[src/rtl/vga_pkg.sv]
`default_nettype none
// ============================================================================
// Module      : vga_pkg
// Description : Shared timing constants, the 12-bit RGB type and the fixed
//               16-entry CGA-order palette used by the VGA scan controller.
// Revision    : 1.0 - initial release
// ============================================================================
package vga_pkg;

  // 640x480@60 timing, 25 MHz pixel clock
  localparam int H_VISIBLE = 640;
  localparam int H_FRONT   = 16;
  localparam int H_SYNC    = 96;
  localparam int H_BACK    = 48;
  localparam int V_VISIBLE = 480;
  localparam int V_FRONT   = 10;
  localparam int V_SYNC    = 2;
  localparam int V_BACK    = 33;

  localparam int H_TOTAL      = H_VISIBLE + H_FRONT + H_SYNC + H_BACK;
  localparam int V_TOTAL      = V_VISIBLE + V_FRONT + V_SYNC + V_BACK;
  localparam int H_SYNC_START = H_VISIBLE + H_FRONT;
  localparam int H_SYNC_END   = H_SYNC_START + H_SYNC;
  localparam int V_SYNC_START = V_VISIBLE + V_FRONT;
  localparam int V_SYNC_END   = V_SYNC_START + V_SYNC;

  // log2 of the pixel replication factor (640>>2 = 160, 480>>2 = 120)
  localparam int SCALE_SHIFT = 2;
  // Raster counter width
  localparam int CNT_W = 10;

  typedef struct packed {
    logic [3:0] r;
    logic [3:0] g;
    logic [3:0] b;
  } rgb12_t;

  // CGA ordering; entry 6 is the "brown" special case (A50, not AA0)
  localparam rgb12_t PALETTE [16] = '{
    12'h000, 12'h00A, 12'h0A0, 12'h0AA,
    12'hA00, 12'hA0A, 12'hA50, 12'hAAA,
    12'h555, 12'h55F, 12'h5F5, 12'h5FF,
    12'hF55, 12'hF5F, 12'hFF5, 12'hFFF
  };

endpackage : vga_pkg
`default_nettype wire

[src/rtl/vga_counter.sv]
`default_nettype none
// ============================================================================
// Module      : vga_counter
// Description : Horizontal/vertical raster counter. hcnt runs 0..H_TOT-1 and
//               wraps; vcnt advances only on that wrap and itself wraps at
//               V_TOT-1.
// Ports       : i_clk  - pixel clock
//               i_rst  - synchronous active-high reset (counters to 0,0)
//               o_hcnt - current horizontal position
//               o_vcnt - current vertical position
// Revision    : 1.0 - initial release
// ============================================================================
module vga_counter
  import vga_pkg::*;
#(
  parameter int H_TOT = H_TOTAL,
  parameter int V_TOT = V_TOTAL
) (
  input  logic             i_clk,
  input  logic             i_rst,
  output logic [CNT_W-1:0] o_hcnt,
  output logic [CNT_W-1:0] o_vcnt
);

  localparam logic [CNT_W-1:0] H_LAST = CNT_W'(H_TOT - 1);
  localparam logic [CNT_W-1:0] V_LAST = CNT_W'(V_TOT - 1);

  logic [CNT_W-1:0] hcnt_q, hcnt_d;
  logic [CNT_W-1:0] vcnt_q, vcnt_d;

  always_comb begin
    hcnt_d = hcnt_q + CNT_W'(1);
    vcnt_d = vcnt_q;
    if (hcnt_q == H_LAST) begin
      hcnt_d = '0;
      vcnt_d = (vcnt_q == V_LAST) ? '0 : vcnt_q + CNT_W'(1);
    end
  end

  always_ff @(posedge i_clk) begin
    if (i_rst) begin
      hcnt_q <= '0;
      vcnt_q <= '0;
    end else begin
      hcnt_q <= hcnt_d;
      vcnt_q <= vcnt_d;
    end
  end

  assign o_hcnt = hcnt_q;
  assign o_vcnt = vcnt_q;

endmodule : vga_counter
`default_nettype wire

[src/rtl/vga_scan_ctrl.sv]
`default_nettype none
// ============================================================================
// Module      : vga_scan_ctrl
// Description : VGA raster/timing end of the colour framebuffer. Generates
//               the scan position, addresses the framebuffer in the 4x4
//               replicated 160x120 space, maps the returned colour index
//               through the palette and emits RGB and syncs, all two cycles
//               after the counter position they belong to.
// Ports       : i_clk        - pixel clock (shared with framebuffer read port)
//               i_rst        - synchronous active-high reset
//               o_pxlX/o_pxlY- framebuffer read coordinates (stage 0)
//               i_value      - colour index, valid one cycle after o_pxlX/Y
//               o_red/green/blue - 12-bit RGB, black outside the visible area
//               o_hsync/o_vsync  - active-low syncs
//               o_vblank     - high during non-visible output lines
//               o_frameStart - one-cycle pulse with the RGB of pixel (0,0)
// Revision    : 1.0 - initial release
// ============================================================================
module vga_scan_ctrl
  import vga_pkg::*;
#(
  parameter int H_VIS = H_VISIBLE,
  parameter int H_FP  = H_FRONT,
  parameter int H_SW  = H_SYNC,
  parameter int H_BP  = H_BACK,
  parameter int V_VIS = V_VISIBLE,
  parameter int V_FP  = V_FRONT,
  parameter int V_SW  = V_SYNC,
  parameter int V_BP  = V_BACK,
  parameter int SHIFT = SCALE_SHIFT
) (
  input  logic       i_clk,
  input  logic       i_rst,
  output logic [7:0] o_pxlX,
  output logic [7:0] o_pxlY,
  input  logic [3:0] i_value,
  output logic [3:0] o_red,
  output logic [3:0] o_green,
  output logic [3:0] o_blue,
  output logic       o_hsync,
  output logic       o_vsync,
  output logic       o_vblank,
  output logic       o_frameStart
);

  localparam int H_TOT = H_VIS + H_FP + H_SW + H_BP;
  localparam int V_TOT = V_VIS + V_FP + V_SW + V_BP;

  localparam logic [CNT_W-1:0] H_VIS_C    = CNT_W'(H_VIS);
  localparam logic [CNT_W-1:0] HS_START_C = CNT_W'(H_VIS + H_FP);
  localparam logic [CNT_W-1:0] HS_END_C   = CNT_W'(H_VIS + H_FP + H_SW);
  localparam logic [CNT_W-1:0] V_VIS_C    = CNT_W'(V_VIS);
  localparam logic [CNT_W-1:0] VS_START_C = CNT_W'(V_VIS + V_FP);
  localparam logic [CNT_W-1:0] VS_END_C   = CNT_W'(V_VIS + V_FP + V_SW);

  // ---------------- Stage 0: raster position ----------------
  logic [CNT_W-1:0] hcnt, vcnt;

  vga_counter #(
    .H_TOT (H_TOT),
    .V_TOT (V_TOT)
  ) u_counter (
    .i_clk  (i_clk),
    .i_rst  (i_rst),
    .o_hcnt (hcnt),
    .o_vcnt (vcnt)
  );

  logic h_vis, v_vis, vis, hs, vs, fs;

  assign h_vis = (hcnt < H_VIS_C);
  assign v_vis = (vcnt < V_VIS_C);
  assign vis   = h_vis && v_vis;
  assign hs    = (hcnt >= HS_START_C) && (hcnt < HS_END_C);
  assign vs    = (vcnt >= VS_START_C) && (vcnt < VS_END_C);
  assign fs    = (hcnt == '0) && (vcnt == '0);

  // Coordinates are parked at 0 in blanking so the buffer never sees an
  // out-of-range address; the returned index is ignored there anyway.
  assign o_pxlX = h_vis ? 8'(hcnt >> SHIFT) : 8'd0;
  assign o_pxlY = v_vis ? 8'(vcnt >> SHIFT) : 8'd0;

  // ---------------- Stage 1: travels with the buffer read ----------------
  logic vis1_q, hs1_q, vs1_q, fs1_q, vb1_q;

  // ---------------- Stage 2: output registers ----------------
  rgb12_t rgb_q;
  logic   hsync_n_q, vsync_n_q, fs2_q, vblank_q;

  always_ff @(posedge i_clk) begin
    if (i_rst) begin
      vis1_q    <= 1'b0;
      hs1_q     <= 1'b0;
      vs1_q     <= 1'b0;
      fs1_q     <= 1'b0;
      vb1_q     <= 1'b0;
      rgb_q     <= '0;
      hsync_n_q <= 1'b1;
      vsync_n_q <= 1'b1;
      fs2_q     <= 1'b0;
      vblank_q  <= 1'b0;
    end else begin
      vis1_q    <= vis;
      hs1_q     <= hs;
      vs1_q     <= vs;
      fs1_q     <= fs;
      vb1_q     <= ~v_vis;
      // Blanking forces black regardless of whatever index the buffer returns
      rgb_q     <= vis1_q ? PALETTE[i_value] : '0;
      hsync_n_q <= ~hs1_q;
      vsync_n_q <= ~vs1_q;
      fs2_q     <= fs1_q;
      vblank_q  <= vb1_q;
    end
  end

  assign o_red        = rgb_q.r;
  assign o_green      = rgb_q.g;
  assign o_blue       = rgb_q.b;
  assign o_hsync      = hsync_n_q;
  assign o_vsync      = vsync_n_q;
  assign o_vblank     = vblank_q;
  assign o_frameStart = fs2_q;

endmodule : vga_scan_ctrl
`default_nettype wire

[config.mk]
export PLATFORM = sky130hd
export DESIGN_NAME = vga_scan_ctrl
export DESIGN_NICKNAME = d
export VERILOG_FILES = /design/src/rtl/vga_pkg.sv /design/src/rtl/vga_counter.sv /design/src/rtl/vga_scan_ctrl.sv
export SDC_FILE = /design/constraint.sdc
export NUM_CORES = 1
export LEC_CHECK = 0
export ABC_AREA = 1
export BUFFER_PORTS_ARGS = -buffer_cell sky130_fd_sc_hd__buf_2
export CAP_MARGIN = 5
export CORE_ASPECT_RATIO = 1.1
export CORE_MARGIN = 1
export CORE_UTILIZATION = 50
export CTS_BUF_LIST = sky130_fd_sc_hd__clkbuf_4 sky130_fd_sc_hd__clkbuf_8
export DETAILED_ROUTE_END_ITERATION = 10
export MAX_ROUTING_LAYER = met4
export PLACE_DENSITY = 0.77
export SETUP_SLACK_MARGIN = 0.5
export SYNTH_ARGS = -nofsm -noshare
export SYNTH_HDL_FRONTEND = slang
export SYNTH_HIERARCHICAL = 1
export SYNTH_SLANG_ARGS = --single-unit
[constraint.sdc]
create_clock -name i_clk -period 1.25 [get_ports i_clk]
set_input_delay 0.0625 -clock i_clk [delete_from_list [all_inputs] [get_ports i_clk]]
set_output_delay 0.0625 -clock i_clk [all_outputs]
set_load 0.01 [all_outputs]
==> metrics.txt, run 1 <==
Slew Viols, Final 0; global-route wire length before repair slightly below 8000 µm; drt first pass iters 6; post-route ant nets 0; max cap viols 0; Yosys reg bits 34; syn nets 268; # port buffers 36; post-layout util 90.7%; Worst-Skew Late Latency about 0.35 ns; CP max stage delay between 0.4 and 0.5 ns; TritonCTS clock tree done; crit end category flip-flop; CP max FO 6; Clock Pin Slew Worst Setup and Hold Paths roughly 0.12 ns; Clock Path Buffers 2; Root Driver clkbuf_4; Tot Pwr 2.03 mW; worst clock skew approximately 0.015 ns; Worst EP required between 1.5 and 2 ns; die area about 3800 µm²; FP Rows 22; max frequency ~660 MHz; Remaining Overflow, GRT 0; placed cells 360; synthesized instance count 259; register area share after synthesis between 30% and 40%; fin nets about 360; share of cells above drive strength 1 a little under three fifths; Hold Path Class input port to flip-flop; CP Class flip-flop to flip-flop; Static Leak 1.36 nW; RSZ-0062 raised after global routing yes; Core Region about 3400 µm²; pwr/cell area 668 nW/µm²; final setup violation count 34; library cells used by synthesis 29; GPL Wtd Cong around 0.88; DR WL/cell around 19 µm; VDD IR-drop max roughly 500 µV; Syn Area/Cell ~6.8 µm²; diode count 0; final std cells w/o fill between 400 and 500; final worst setup slack -0.261 ns; H-tree levels 2; Initial DRC Count about 290; Min Clock Period, post-route approximately 1.5 ns; period utilization 121%; crit-path cells nand2_1 > nor2_4 > nand4_1 > nand2_1 > nand2_1 > a21oi_1; yosys warns 6; Sink Count 34; # DRC 0; cts bufs inserted 5; status finished, violations left; final instance area 3050 µm²; final wirelength about 7500 µm; Ports 38; dpl hpwl about 2900 µm; setup TNS -4.74 ns; largest net degree at the start of global routing 13; CP Launch Type flip-flop; overall routing resource usage about 28%; initial core utilization around 53%; die height between 60 and 70 µm; Crit path top cell by count nand2_1; initial antenna violation count 0; placed instance area about 2200 µm²; Post-Syn Area roughly 1800 µm²; Hold Vio Cnt, Final 0; vias after detailed routing about 2,300; drt via density between 5 and 6; synthesis-to-layout area growth 72.0%; vias in the first global route roughly 1,800; WP data arrival approximately 1.8 ns; Worst path slowest cell dfxtp_1; Die W approximately 59 µm; failing checks setup timing
-- per-layer routing --
| metal | part of all wire [%] | track usage [%] |
|---|---|---|
| met3 | 11 | 5.59 |
| met5 | 0 | - |
| met2 | 47 | 49.0 |
| met4 | 7.0 | 11.9 |
| met1 | 35 | 31.3 |
-- Yosys cell counts (all sizes together) --
master / number / area [µm²]
a21oi: 11 / 62.6
a31oi: 1 / 6.26
and3: 1 / 6.26
buf: 10 / 82.6
conb: 1 / 3.75
dfxtp: 34 / 681
ha: 3 / 37.5
inv: 48 / 180
nand2: 48 / 188
nand3: 19 / 110
nand3b: 1 / 7.51
nand4: 6 / 37.5
nor2: 64 / 285
nor3: 2 / 10.0
nor3b: 1 / 12.5
o21ai: 3 / 15.0
o21bai: 1 / 7.51
o22ai: 1 / 6.26
or2: 1 / 6.26
xnor2: 1 / 8.76
xor2: 2 / 17.5
-- report_power, final --
part / switching (mW) / internal [mW] / leakage (nW)
Sequential: 0.0201 / 1.09 / 0.288
Combinational: 0.120 / 0.110 / 1.04
Clock: 0.397 / 0.294 / 0.0387
Total: 0.537 / 1.50 / 1.36
-- flip-flops by register name (all words and copies together), names as in the netlist --
register / count
vis1_q: 1
o_vsync: 1
o_green: 2
vb1_q: 1
o_hsync: 1
u_counter/o_hcnt: 10
vs1_q: 1
o_frameStart: 1
o_vblank: 1
fs1_q: 1
u_counter/o_vcnt: 10
o_blue: 1
o_red: 2
hs1_q: 1
-- per-stage QoR --
step,setup WS (ns),hold WS [ns]
floorplan,0.00945,0.116
global placement,-0.0924,0.284
detailed placement,-0.135,0.290
CTS,-0.145,0.0299
global route,-0.310,0.0868
finish,-0.261,0.0821
-- what timing repair did --
| item | in CTS | in global routing |
|---|---|---|
| resized for setup | 44 | 75 |
| setup endpoints to repair | 56 | 57 |
| setup buffers | 17 | 12 |
| pin swaps | 11 | 28 |
| hold buffers | 6 | 0 |
| hold endpoints to repair | 8 | 0 |
-- logic make-up (layout without fill, tap and decap cells) --
logic type | Yosys count | after routing | share of synthesized area (%)
AO/OA/AOI/OAI | 17 | 17 | 5.51
other | 1 | 1 | 0.212
adder cells (fa/ha/maj) | 3 | 3 | 2.12
flip-flops | 34 | 34 | 38.4
XOR/XNOR | 3 | 3 | 1.48
AND/OR/NAND/NOR | 143 | 143 | 37.4
buffers and inverters | 58 | 154 | 14.8
-- cell type report --
class                      count  area [µm²]
fill                         122         312
multi-input combinational    167        1090
clock inverter                 1        5.00
clock buffer                   7        58.8
timing repair buffer          98         916
inverter                      48         185
sequential                    34         727
tap                           48        60.1
-- worst paths after layout --
kind                       startpoint             endpoint  slack, ns  cells after the start
setup reg to reg  u_counter/o_vcnt[2]  u_counter/o_vcnt[8]      -0.26                      6
hold / removal                  i_rst              o_hsync       0.08                      3
setup / recovery  u_counter/o_vcnt[2]  u_counter/o_vcnt[8]      -0.26                      6
hold reg to reg                 hs1_q              o_hsync       0.40                      1
-- critical path, delay by kind of cell (launching register included) --
kind | cells | cell delay, ns
compound gates | 1 | 0.19
flops | 1 | 0.47
simple gates | 5 | 0.75
-- cells in the final DEF (no fill, tap or decap), types with 2 or more instances in the layout --
cell           synthesis  layout
buf_6                  2      44
nand2_1               45      38
buf_4                  8      36
inv_1                 42      35
nor2_1                54      32
nor2_4                 4      23
dfxtp_2                0      16
nand3_1               16      12
inv_2                  6      11
dfxtp_1               34      11
buf_2                  0      10
nor2_2                 6       9
dfxtp_4                0       7
nand4_1                6       6
nand2_2                3       6
a21oi_2                2       6
clkbuf_4               0       6
dlygate4sd3_1          0       6
nand3_2                3       6
a21oi_1                9       5
nand2_4                0       4
inv_4                  0       2
xor2_1                 2       2
ha_1                   3       2
buf_12                 0       2
(Power assumes the default switching activity.)
==> inputs of run 2 (changes only) <==
- CORE_UTILIZATION: 50 -> 48
- CTS_BUF_LIST: sky130_fd_sc_hd__clkbuf_4 sky130_fd_sc_hd__clkbuf_8 -> unset
- PLACE_DENSITY: 0.77 -> 0.74
==> run 2 against run 1 <==
  * Core utilization increased by 0.22 points
  * Clock skew increased by 0.0014 ns
  * The flow still finishes with violations (setup timing)
  * Global-route usage decreased by 0.83 points
  * Largest power group unchanged
  * First-iteration DRC count decreased by 28%
  * Highest routed layer unchanged
  * Combinational power about the same
==> metrics.txt, run 2 (same netlist as run 1, synthesis figures left out) <==
CP max FO 8 (+2); die area 3940 µm² (+4.0%); cell family contributing the most delay on the critical path simple AND/OR/NAND/NOR gates; synthesis-to-layout area growth 76.6%; Slew Viols, Final 0 (unchanged); VDD IR-drop max 512 µV (+1.8%); CP Class flip-flop to primary output; Static Leak 1.37 nW (+0.39%); Worst EP required 1.19 ns (-0.32 ns); final worst setup slack -0.252 ns (+0.00911 ns); drt first pass iters 6 (unchanged); Initial DRC Count 208 (-28%); worst reg2reg startpoint u_counter/o_hcnt[7]; Clock Pin Slew Worst Setup and Hold Paths 0.12 ns (about the same); # DRC 0 (unchanged); Fillers 128 (+4.9%); Hold Vio Cnt, Final 0 (unchanged); Clock Path Buffers 2 (unchanged); Ports 38 (unchanged); CP Depth 4 (-2); crit path launch u_counter/o_vcnt[6]; # port buffers 36 (unchanged); Remaining Overflow, GRT 0 (unchanged); max frequency 666 MHz (+0.61%); Min Clock Period, post-route 1.50 ns (-0.00911 ns); Tot Pwr 2.15 mW (+5.5%); Core Region 3440 µm² (+2.5%); period utilization 120% (-0.73 points); largest net degree at the start of global routing 13 (unchanged); placed instance area 2270 µm² (+1.2%); max cap viols 0 (unchanged); Setup crit end o_pxlY[5]; worst slack, placed -0.0732 ns (+0.0614 ns); final wirelength 7230 µm (-3.9%); WHS 0.0890 ns (+0.00692 ns); RSZ-0062 raised after global routing yes; FP Rows 22 (unchanged); CP max stage delay 0.37 ns (-0.10 ns); diode count 0 (unchanged); Hold Path Class input port to flip-flop; reg-to-reg endpoint u_counter/o_vcnt[4]; fin nets 363 (unchanged); Register-to-Register Setup Slack -0.20 ns (+0.06 ns); status finished, violations left; vias in the first global route 1,797 (-1.7%); failing checks setup timing; cts bufs inserted 5 (unchanged); worst clock skew 0.0161 ns (+0.00139 ns); Worst path slowest cell dfxtp_4; initial core utilization 51.5% (-1.3 points); DR WL/cell 17.9 µm (-3.9%); GPL Wtd Cong 0.860 (-2.8%); drt via density 5.57 (-4.3%); CP Launch Type flip-flop; final instance area 3130 µm² (+2.7%); Buf/Inv on CP 1 (+1); overall routing resource usage 27.5% (-0.83 points); dpl hpwl 2910 µm (+1.2%); post-layout util 90.9% (+0.22 points); vias after detailed routing 2,245 (-4.3%); WP data arrival 1.44 ns (-0.33 ns); global-route wire length before repair 7930 µm (+1.2%); TritonCTS clock tree done; worst reg2reg path depth 9 (+3); initial antenna violation count 0 (unchanged); crit-path cells nand4_1 > nand2_4 > nor2_4 > buf_6; post-route ant nets 0 (unchanged); most frequent cells in the layout buf_6, buf_4, nand2_1; final std cells w/o fill 403 (unchanged); final setup violation count 35 (+2.9%); Die W 59.9 µm (+2.0%); crit end category primary output; setup TNS -4.53 ns (+0.209 ns); placed cells 362 (+0.56%); H-tree levels 2 (unchanged); share of cells above drive strength 1 60.6% (+4.5 points); Worst-Skew Late Latency 0.34 ns (about the same); Sink Count 34 (unchanged); die height 65.7 µm (+2.0%); pwr/cell area 686 nW/µm² (+2.7%); Root Driver clkbuf_4
-- run 2: changes by cell type in the layout (fill, tap and decap cells not counted), sizes merged --
cell	previous run	this run
clkinv	1	0
bufinv	0	1
-- run 2: what timing repair did --
action                                  in CTS  in global routing
hold buffers                                 6                  0
setup buffers                               17                 10
endpoints found under the setup margin      56                 57
pin swaps                                   20                 34
hold endpoints to repair                     7                  0
gates resized for setup                     73                 70
-- run 2: worst min path at each step --
stage | start | to | slack, ns | depth (start not counted)
after floorplan | i_rst | u_counter/o_vcnt[6] | 0.12 | 1
after global placement | i_value[2] | o_green[3] | 0.29 | 2
after detailed placement | i_value[2] | o_green[3] | 0.31 | 2
after CTS | i_rst | o_hsync | 0.04 | 3
after global routing | i_rst | fs1_q | 0.07 | 4
final | i_rst | o_hsync | 0.09 | 3
-- run 2: final cells by class --
type | count | area, µm² | share of cell area (%)
multi-input cells | 167 | 1170 | 37.5
repair buffers | 98 | 883 | 28.2
flip-flops and latches | 34 | 736 | 23.5
inverters | 48 | 200 | 6.40
well taps | 48 | 60.1 | 1.92
clock buffers | 7 | 45.0 | 1.44
clock inverters | 1 | 30.0 | 0.960
-- run 2: power by group --
group	total [mW]	internal, mW	switching, mW	leakage, nW
Combinational	0.229	0.108	0.120	1.04
Clock	0.811	0.425	0.386	0.0395
Sequential	1.11	1.09	0.0199	0.289
-- run 2: tightest hold or removal path: stages --
cell	delay [ns]
buf_2	0.15
inv_2	0.11
nand2_1	0.08
-- run 2: per-layer routing --
metal	part of all wire [%]	vias to the layer above	wire length [µm]	global-route usage, %
li1	-	970	-	-
met1	38	1046	2720	30.4
met2	48	181	3440	49.4
met3	9.7	48	704	4.33
met4	5.0	0	363	9.01
met5	0	-	0	-
==> inputs of run 3 (changes only) <==
- ABC_AREA: 1 -> unset
- CAP_MARGIN: 5 -> unset
- CORE_UTILIZATION: 48 -> 47
- CTS_CLUSTER_SIZE: unset -> 24
==> run 3 against run 2 <==
  * The run ends with DRC, hold timing, setup timing left
  * Non-clock buffer count unchanged
  * Combinational power down 16%
  * Cell area down 12%
  * Setup slack worse by 0.40 ns
  * Count of clock-buffer cells in the layout unchanged
  * Cell count down 24%
  * Critical path depth unchanged
  * Register-to-register slack worse by 0.45 ns
  * Power down 6.6%
  * Synthesized cell count down 32%
  * Sequential power about the same
  * Critical endpoint is now u_counter/o_vcnt[7]
==> metrics.txt, run 3 <==
commonest non-fill, non-tap cell in the layout buf_6; pwr/cell area 729 nW/µm² (+6.4%); die height 62.7 µm (-4.6%); cts bufs inserted 5 (unchanged); cts hold-fix bufs 4 (-2); Post-synth EDFFs 0 (unchanged); Slew Viols, Final 0 (unchanged); vias in the first global route 1,838 (+2.3%); top cells by area in the synthesized netlist dfxtp_1, and2_1, nor3_1; max cap viols 0 (unchanged); final worst setup slack -0.648 ns (-0.396 ns); count leader, synth dfxtp_1; worst slack, placed -0.614 ns (-0.541 ns); Sink Count 34 (unchanged); most frequent cells in the layout buf_6, buf_4, dfxtp_2; Ports 38 (unchanged); drt first pass iters 8 (+2); CP Class flip-flop to flip-flop; syn nets 186 (-31%); overall routing resource usage 32.1% (+4.6 points); # DRC 6 (+6); global-route wire length before repair 8470 µm (+6.9%); share of cells above drive strength 1 59.9% (-0.64 points); Async SR Flop Fraction 0% (unchanged); share of the synthesized area in the top cell type 43.3% (+4.9 points); initial antenna violation count 1 (+1); CP max FO 6 (-2); setup TNS -12.56 ns (-8.03 ns); register area share after synthesis 43.3% (+4.9 points); # port buffers 36 (unchanged); RSZ-0062 raised after global routing yes; TritonCTS clock tree done; crit end category flip-flop; Root Driver clkbuf_4; Die W 57.2 µm (-4.6%); worst clock skew 0.0284 ns (+0.0123 ns); Hold Vio Cnt, Final 1 (+1); Initial DRC Count 224 (+7.7%); Clock Path Buffers 2 (unchanged); max frequency 527 MHz (-21%); Min Clock Period, post-route 1.90 ns (+0.396 ns); WP data arrival 2.18 ns (+0.74 ns); dominant synthesized flop cell dfxtp_1; CP Launch Type flip-flop; Yosys top cell by area dfxtp_1; Core Region 3130 µm² (-9.1%); status finished, violations left; Static Leak 1.18 nW (-14%); yosys warns 6 (unchanged); vias after detailed routing 1,985 (-12%); dpl hpwl 2940 µm (+1.0%); failing checks DRC, hold timing, setup timing; post-route ant nets 0 (unchanged); Syn Area/Cell 8.89 µm² (+30%); Worst EP required 1.53 ns (+0.34 ns); Clock Pin Slew Worst Setup and Hold Paths 0.13 ns (about the same); most frequent cells after synthesis dfxtp_1, and2_1, nor3_1, nand3_1; Worst-Skew Late Latency 0.37 ns (+0.03 ns); final setup violation count 34 (-2.9%); H-tree levels 2 (unchanged); library cells used by synthesis 37 (+28%); period utilization 152% (+32 points); VDD IR-drop max 614 µV (+20%); worst reg2reg startpoint u_counter/o_hcnt[9]; initial core utilization 50.3% (-1.2 points); Fillers 129 (+0.78%); synthesized instance count 177 (-32%); Remaining Overflow, GRT 0 (unchanged); WHS -0.0623 ns (-0.151 ns); final wirelength 7090 µm (-1.9%); Hold Path Class input port to flip-flop; Post-Syn Area 1570 µm² (-11%); drt via density 6.47 (+16%); synthesis-to-layout area growth 74.7%; FP Rows 21 (-4.5%); fin nets 280 (-23%); Setup crit end u_counter/o_vcnt[7]; worst reg2reg path depth 4 (-5); reg-to-reg endpoint u_counter/o_vcnt[7]; largest net degree at the start of global routing 22 (+9); die area 3580 µm² (-9.0%); Register-to-Register Setup Slack -0.65 ns (-0.45 ns); crit path launch u_counter/o_hcnt[9]; Yosys reg bits 34 (unchanged); GPL Wtd Cong 0.827 (-3.7%); DR WL/cell 23.1 µm (+29%)
-- run 3: cell count changes after synthesis, moves of 6 or more --
cell	before	now
and2_1	0	15
inv_1	42	4
inv_2	6	0
nand2_1	45	8
nand3_1	16	9
nor2_1	54	8
nor2_2	6	0
nor2b_1	0	6
nor3_1	2	13
nor4_1	0	6
xnor2_1	1	7
-- run 3: through the flow --
stage	power, mW	std cells	area, µm²	utilization, %
5_1_grt	2.08	307	2750	87.9
4_1_cts	1.92	302	2560	81.9
2_1_floorplan	1.22	177	1650	-
3_3_place_gp	1.27	271	2060	65.7
3_5_place_dp	1.27	271	2060	65.7
6_report	2.00	307	2750	87.9
-- run 3: cell type report --
class / instances / area [µm²] / share of cell area (%)
Clock inverter: 1 / 5.00 / 0.182
Sequential cell: 34 / 712 / 25.9
Multi-Input combinational cell: 128 / 1050 / 38.2
Inverter: 4 / 15.0 / 0.546
Timing Repair Buffer: 98 / 866 / 31.5
Clock buffer: 7 / 55.1 / 2.00
Antenna cell: 1 / 2.50 / 0.0911
Tap cell: 34 / 42.5 / 1.55
-- run 3: where the power goes --
part | internal (mW) | switching, mW
Sequential | 1.10 | 0.0204
Combinational | 0.104 | 0.0893
Clock | 0.273 | 0.417
Total | 1.48 | 0.526
-- run 3: logic make-up (layout without fill, tap and decap cells) --
logic type | count (synthesis) | in the layout | share of synthesized area, %
flip-flops | 34 | 34 | 43.3
buffers and inverters | 16 | 110 | 5.89
XOR/XNOR | 11 | 11 | 6.13
AND/OR/NAND/NOR | 96 | 97 | 36.2
AO/OA/AOI/OAI | 16 | 16 | 5.89
adder cells (fa/ha/maj) | 3 | 3 | 2.39
other | 1 | 2 | 0.238
-- run 3: repair_timing --
action,4_1_cts,5_1_grt
endpoints found under the hold margin,5,1
setup endpoints to repair,61,56
gates cloned,1,0
resized for setup,58,37
buffers inserted,18,4
pin swaps,30,16
-- run 3: critical path, stage by stage, from the launching register on --
cell     delay [ns]
dfxtp_4        0.36
or3b_4         0.39
or4_4          0.54
or3_1          0.38
a21oi_2        0.17
-- run 3: worst min path at each step --
stage	from	to	slack, ns	cells past startpoint
global route	i_value[3]	o_green[3]	-0.07	2
finish	i_value[3]	o_green[3]	-0.06	2
floorplan	i_rst	u_counter/o_hcnt[9]	0.13	1
global placement	i_value[2]	o_red[1]	0.29	2
detailed placement	i_value[2]	o_red[1]	0.30	2
CTS	i_value[3]	o_green[3]	-0.002	2
-- run 3: per-layer routing --
metal	up-vias	routed length, µm	part of all wire (%)	GRT usage [%]
met3	59	762	11	8.90
met1	931	2500	35	31.7
met4	0	468	6.6	14.9
li1	817	-	-	-
met5	-	0	0	-
met2	178	3360	47	57.4
